--- src/rtl/if_fetch_unit.sv ---
// Instruction-fetch stage: owns the word PC, fetches over a req/ack handshake and presents
// (if_ins, pc_plus_4) to IF/ID, absorbing stalls with a one-entry skid and redirects via DRAIN.
module if_fetch_unit #(
  parameter logic [29:0] RESET_PC = 30'h0000_0000,
  parameter logic [31:0] NOP_INS  = 32'h0000_0000
) (
  input  logic        clk,
  input  logic        rst,
  input  logic        stall,
  input  logic        redirect_valid,
  input  logic [29:0] redirect_pc,
  output logic        imem_req,
  output logic [29:0] imem_addr,
  input  logic        imem_ack,
  input  logic [31:0] imem_rdata,
  output logic [31:0] if_ins,
  output logic [29:0] pc_plus_4,
  output logic        fetch_bubble
);

  typedef enum logic [1:0] {
    FETCH = 2'd0,
    HOLD  = 2'd1,
    DRAIN = 2'd2
  } state_e;

  state_e      state_q, state_d;
  logic [29:0] pc_q, pc_d;
  logic [29:0] drain_addr_q, drain_addr_d;
  logic [29:0] pc4_q, pc4_d;
  logic [31:0] ins_q, ins_d;
  logic        out_valid_q, out_valid_d;
  logic [31:0] skid_ins_q, skid_ins_d;
  logic [29:0] skid_pc4_q, skid_pc4_d;

  logic consume;
  logic ack;

  assign consume      = out_valid_q & ~stall & ~redirect_valid;
  assign imem_req     = ~rst & (state_q != HOLD);
  assign ack          = imem_ack & imem_req;
  assign imem_addr    = (state_q == DRAIN) ? drain_addr_q : pc_q;
  assign if_ins       = out_valid_q ? ins_q : NOP_INS;
  assign pc_plus_4    = pc4_q;
  assign fetch_bubble = ~out_valid_q;

  always_comb begin
    state_d      = state_q;
    pc_d         = pc_q;
    drain_addr_d = drain_addr_q;
    pc4_d        = pc4_q;
    ins_d        = ins_q;
    out_valid_d  = out_valid_q;
    skid_ins_d   = skid_ins_q;
    skid_pc4_d   = skid_pc4_q;

    unique case (state_q)
      FETCH: begin
        if (redirect_valid) begin
          // An unacked request must finish at its original address before we move on.
          pc_d        = redirect_pc;
          out_valid_d = 1'b0;
          if (!ack) begin
            drain_addr_d = pc_q;
            state_d      = DRAIN;
          end
        end else if (ack) begin
          pc_d = pc_q + 30'd1;
          if (!out_valid_q || consume) begin
            ins_d       = imem_rdata;
            pc4_d       = pc_q + 30'd1;
            out_valid_d = 1'b1;
          end else begin
            skid_ins_d = imem_rdata;
            skid_pc4_d = pc_q + 30'd1;
            state_d    = HOLD;
          end
        end else if (consume) begin
          out_valid_d = 1'b0;
        end
      end

      HOLD: begin
        if (redirect_valid) begin
          pc_d        = redirect_pc;
          out_valid_d = 1'b0;
          skid_ins_d  = NOP_INS;
          skid_pc4_d  = '0;
          state_d     = FETCH;
        end else if (consume) begin
          ins_d   = skid_ins_q;
          pc4_d   = skid_pc4_q;
          state_d = FETCH;
        end
      end

      DRAIN: begin
        if (redirect_valid) begin
          pc_d = redirect_pc;
        end
        if (ack) begin
          state_d = FETCH;
        end
      end

      default: begin
        state_d = FETCH;
      end
    endcase
  end

  always_ff @(posedge clk) begin
    if (rst) begin
      state_q      <= FETCH;
      pc_q         <= RESET_PC;
      drain_addr_q <= RESET_PC;
      pc4_q        <= RESET_PC + 30'd1;
      ins_q        <= NOP_INS;
      out_valid_q  <= 1'b0;
      skid_ins_q   <= NOP_INS;
      skid_pc4_q   <= '0;
    end else begin
      state_q      <= state_d;
      pc_q         <= pc_d;
      drain_addr_q <= drain_addr_d;
      pc4_q        <= pc4_d;
      ins_q        <= ins_d;
      out_valid_q  <= out_valid_d;
      skid_ins_q   <= skid_ins_d;
      skid_pc4_q   <= skid_pc4_d;
    end
  end

endmodule

--- config.mk ---
export PLATFORM = sky130hd
export DESIGN_NAME = if_fetch_unit
export DESIGN_NICKNAME = d
export VERILOG_FILES = /design/src/rtl/if_fetch_unit.sv
export SDC_FILE = /design/constraint.sdc
export NUM_CORES = 1
export LEC_CHECK = 0
export CORE_MARGIN = 2
export CORE_UTILIZATION = 40
export DETAILED_ROUTE_END_ITERATION = 8
export PLACE_DENSITY_LB_ADDON = 0.08
export REMOVE_ABC_BUFFERS = 1
export SLEW_MARGIN = 20
export SYNTH_ARGS = -nofsm -noshare
export SYNTH_HDL_FRONTEND = slang
export SYNTH_SLANG_ARGS = --single-unit
--- constraint.sdc ---
create_clock -name clk -period 3.29 [get_ports clk]
set_input_delay 0.658 -clock clk [delete_from_list [all_inputs] [get_ports clk]]
set_output_delay 0.658 -clock clk [all_outputs]
set_load 0.01 [all_outputs]
* After elaboration in Yosys (flattened, before gate mapping)
Index checks and enable logic that the tools add are counted.
Word-level totals: bits in registers 187, latch bits 0, RAM bits 0, ROM bits 0, logic and storage cells 90, memories 0
Operators by class: $add $sub $neg 1, $mul 0, div/mod/pow operators 0, magnitude comparators 0, eq/ne operators 18, shift-type cells 0, mux-type cells 42, bitwise gates (word level) 9, reduce and logical (&&, ||, !) cells 12
Operator list (count):
- $mux W30 | 13
- $mux W32 | 10
- $pmux W30 S2 | 3
- $pmux W32 S2 | 2
- $add A30 B1 Y30 const B | 1
- $ne A2 B2 Y1 const B | 8
- $mux W2 | 7
- $ne A3 B3 Y1 const B | 4
- $reduce_and A5 Y1 | 2
- $ne A4 B4 Y1 const B | 2
- $pmux W2 S3 | 1
- $reduce_and A3 Y1 | 2
- $reduce_and A6 Y1 | 1
- $mux W1 | 5
- $not A1 Y1 | 5
- $and A1 B1 Y1 | 4
- $ne A2 B1 Y1 const B | 2
- $reduce_and A4 Y1 | 1
- $reduce_bool A2 Y1 | 2
- $eq A2 B1 Y1 const B | 1
- $eq A2 B2 Y1 const B | 1
- $logic_not A2 Y1 | 1
- $pmux W1 S2 | 1
- $reduce_or A2 Y1 | 1
- other kinds (2) | 2

* Depth between registers and ports, before layout
word-level depth 8, depth in mapped cells 10

* Least setup slack after synthesis
No wires, ideal clock.
path kind input to register, start input port rst, end register pc4_q[5], in the netlist pc_plus_4[5], arrival time 2.365 ns, data required time 3.174 ns, path slack 0.809 ns, stages on the path 7, path buffers 3, cells stage by stage clkbuf_1 or3b_1 clkbuf_1 a2111o_1 clkbuf_1 and3_1 a31o_2
On the way: cells in the longest elaborated chain, start to end 5
RTL lines:
- start, declared | line 8 | input logic rst,
- $not A1 Y1 | line 40 | assign imem_req = ~rst & (state_q != HOLD);
- $and A1 B1 Y1 | line 40
- $and A1 B1 Y1 | line 41 | assign ack = imem_ack & imem_req;
- $ne A2 B2 Y1 (no source line)
- $reduce_and A6 Y1 (no source line)
- end signal, assigned | line 117 | pc4_q <= RESET_PC + 30'd1;
- end signal, assigned | line 126 | pc4_q <= pc4_d;
- end, declared | line 30 | logic [29:0] pc4_q, pc4_d;
Several ways; a longest one is shown, not always the timed one. A chain may end at the register's enable or synchronous reset.

* Worst setup path after layout
start register state_q[0], end output port imem_addr[12]
On the way: cells in the longest elaborated chain, start to end 2
RTL lines:
- start, declared | line 27 | state_e state_q, state_d;
- start signal, assigned | line 123 | state_q <= state_d;
- $eq A2 B2 Y1 | line 42 | assign imem_addr = (state_q == DRAIN) ? drain_addr_q : pc_q;
- $mux W30 | line 42
- end, declared | line 13 | output logic [29:0] imem_addr,
No other way between the ends.

==> metrics.md <==
| Metric | Value |
|---|---|
| Status | `complete, no violations` |
| Clk_lat worst skew | `between 400 and 500 ps` |
| DP Area | `10880 um2` |
| Crit-path max cell delay | `620 ps` |
| Routed wire per std cell | `between 15 and 20 um` |
| Crit path buf inv count | `3` |
| Cell Pwr Density | `around 530 nW/um2` |
| Count of final hold-check violations | `0` |
| CTS buffer count | `17` |
| Die height | `between 150 and 200 um` |
| P_sw | `0.001947 W` |
| Vias in the first global route | `~7600` |
| Fin crit period | `3056 ps` |
| Port Buffers | `between 150 and 200` |
| FFs w/ async S/R, synth | `0%` |
| DP Cell Count | `between 1500 and 2000` |
| Critical Path RT | `2630 ps` |
| Grt total ovfl | `0` |
| RSZ-0062 raised after global routing | `false` |
| Pint | `0.004187 W` |
| Post-Syn Area per Cell | `roughly 8 um2` |
| # nets final | `~1300` |
| Worst-Margin Slew | `about 920 ps` |
| Hold wc startpoint | `skid_pc4_q[3]` |
| Post-synth EDFFs | `0` |
| Routed Antenna Nets | `0` |
| Max Cap Viol | `0` |
| Core Area | `roughly 22000 um2` |
| Register-to-register setup slack | `between 500 and 600 ps` |
| H-tree depth | `4` |
| Post-cts sizing count | `0` |
| TritonCTS clock tree | `yes` |
| CP Class | `flop to primary output` |
| Mapped Cells | `1130` |
| Slowest CP cell | `clkdlybuf4s50_1` |
| Relative slew slack | `between 30% and 40%` |
| Vias/cell | `5.407` |
| Clock Skew | `11.99 ps` |
| Row count | `54` |
| Final-report max-slew violation count | `0` |
| Sw frac | `between 30% and 40%` |
| CP endpoint kind | `primary output` |
| Commonest cells after routing, fill and taps aside | `nand2_1, dfxtp_1, clkdlybuf4s50_1` |
| RR Startpoint | `state_q[1]` |
| Path depth of the worst reg2reg path | `7` |
| DRC violations left | `0` |
| Synth Flop Type | `dfxtp_1` |
| Max clock buf depth | `2` |
| Comb pwr share | `between 20% and 30%` |
| CP Data Arrival Time | `approximately 2400 ps` |
| Final Cycle Share | `about 93%` |
| Netlist cell types | `between 60 and 70` |
| Delay-heaviest family, CP | `buffers and inverters` |
| Maximum vdd drop | `0.3801 mV` |
| CP Cell Sequence | `inv_1, ha_2, buf_4, o21ai_0, clkdlybuf4s50_1` |
| Starting Density | `about 41%` |
| Power Total | `between 0.006 and 0.007 W` |
| Max Fclk | `roughly 0.33 GHz` |
| Synthesized cell area | `8954 um2` |
| Antenna fix cells | `0` |
| Final Util | `a little over half` |
| Post-synthesis sequential area ratio | `a little over two fifths` |
| Hold Path Class | `flop to flop` |
| Die Area | `roughly 24000 um2` |
| Die W | `153.6 um` |
| Worst hold path endpoint | `skid_pc4_q[3]` |
| Final setup viols | `0` |
| Final HPWL DP | `about 17 mm` |
| Hold WS | `around 450 ps` |
| Clock-pin transition on the worst setup and hold timing paths | `roughly 70 ps` |
| Clk pwr share | `35.8%` |
| GRT Overall Usage | `between 20% and 30%` |
| Vias | `between 8000 and 9000` |
| Sequential share of power | `42.0%` |
| Most common cell after layout, fill and taps aside | `nand2_1` |
| Flops & latches, synth | `roughly 190` |
| Final std cells w/o fill | `1535` |
| Worst setup SP type | `flop` |
| IO Pins | `161` |
| Worst r2r dst | `pc_plus_4[1]` |
| First-pass GRT wire length | `42.01 mm` |
| Layout cells sized above 1 | `a little under a tenth` |
| Pin count of the biggest net entering global routing | `roughly 110` |
| Final GP Congestion | `around 0.78` |
| Largest fanout on the critical path | `24` |
| Hold Path Depth | `2` |
| Synth warn | `0` |
| Pre-antenna DRT Iters | `5` |
| Initial antenna violation count | `0` |
| Clk root buf | `clkbuf_16` |
| Area delta synth->final | `28.49%` |
| Final wirelength | `26.26 mm` |
| DRT iter0 DRCs | `between 400 and 500` |
| Clk sink count | `around 190` |
| Leakage power | `3.931 nW` |
| Final instance area | `11500 um2` |
| Post-CTS Repair Setup Buffers | `0` |
| Hold_buf cts | `0` |
## logic make-up (layout without fill, tap and decap cells)
family	Yosys count	in the layout	share of synthesized area [%]
compound gates	275	275	19.89
xor+xnor	25	25	2.446
buf+inv	119	244	5.338
fa+ha+maj	4	4	0.5590
flops	187	187	41.81
mux	26	26	3.228
simple gates	494	494	26.73
## area by class of cell
cell class | count | area (um2)
clock buffers | 17 | 425.4
clock inverters | 15 | 198.9
fillers | 2140 | 10390
inverters | 12 | 45.04
multi-input cells | 824 | 4778
flip-flops and latches | 187 | 3745
well taps | 280 | 350.3
repair buffers | 200 | 1962
## registers in the layout, summed over array words and instances (netlist names)
| signal | flops |
|---|---|
| drain_addr_q | 30 |
| ins_q | 32 |
| out_valid_q | 1 |
| pc_plus_4 | 30 |
| pc_q | 30 |
| skid_ins_q | 32 |
| skid_pc4_q | 30 |
| state_q | 2 |
## worst reg2reg max path, delay by kind of cell, from the launching register on
kind / cells / cell delay [ps]
compound gates: 2 / 930
fa+ha+maj: 1 / 310
buf+inv: 2 / 410
flops: 1 / 350
simple gates: 2 / 630
## per-stage QoR
step	TNS (ps)	setup slack, ps
2_1_floorplan	-338530	-3684
3_3_place_gp	0	240.8
3_5_place_dp	0	191.2
4_1_cts	0	112.8
5_1_grt	0	179.0
6_report	0	234.3
## Yosys cell counts, types with 4 or more instances
cell	instances	share of area, %
nor4_1	7	0.49
o31a_1	4	0.39
o311ai_0	4	0.39
a21oi_1	103	5.8
nor3_1	41	2.3
nor2b_1	34	2.4
nand4_1	20	1.4
and3_1	10	0.70
clkbuf_1	89	3.7
o21ai_0	37	2.1
xor2_1	10	0.98
and4_1	4	0.39
o2bb2ai_1	12	1.2
xnor2_1	15	1.5
o32ai_1	4	0.39
buf_2	9	0.50
inv_1	11	0.46
nand3_1	26	1.5
dfxtp_1	187	42
o22ai_1	5	0.35
a211oi_1	37	3.1
nor2_1	82	3.4
nand2_1	200	8.4
o221ai_1	7	0.68
ha_1	4	0.56
o211ai_1	9	0.75
a31o_2	4	0.39
a31oi_1	9	0.63
buf_4	5	0.42
nand2b_1	11	0.77
or3_1	4	0.28
a22oi_1	12	1.0
a22o_1	5	0.49
and2_1	37	2.6
mux2_2	23	2.9
## power groups by stage
stage	Combinational, W	Clock, W	Sequential (W)
floorplan	0.000726	0	0.00260
global placement	0.00136	0	0.00263
detailed placement	0.00136	0	0.00263
CTS	0.00137	0.00224	0.00258
global route	0.00149	0.00232	0.00260
finish	0.00136	0.00219	0.00258
## worst max path at each step
stage / from / end / slack, ps / cells past startpoint
after global placement: imem_ack / pc_plus_4[0] / 240 / 6
final: state_q[0] / imem_addr[12] / 230 / 5
after floorplan: state_q[1] / pc_plus_4[15] / -3680 / 6
after global routing: state_q[0] / imem_addr[12] / 180 / 5
after detailed placement: imem_ack / pc_plus_4[0] / 190 / 6
after CTS: out_valid_q / if_ins[0] / 110 / 3
## metal layers
metal | wire, um | global-route usage (%) | up-vias | share of wire, %
met5 | 0 | 0 | - | 0
met4 | 481 | 6.990 | 0 | 1.8
met3 | 1195 | 2.931 | 24 | 4.6
met2 | 11610 | 34.12 | 210 | 44
met1 | 12970 | 31.17 | 3881 | 49
li1 | - | - | 4185 | -
No activity file was read; power rests on OpenSTA's default activity.
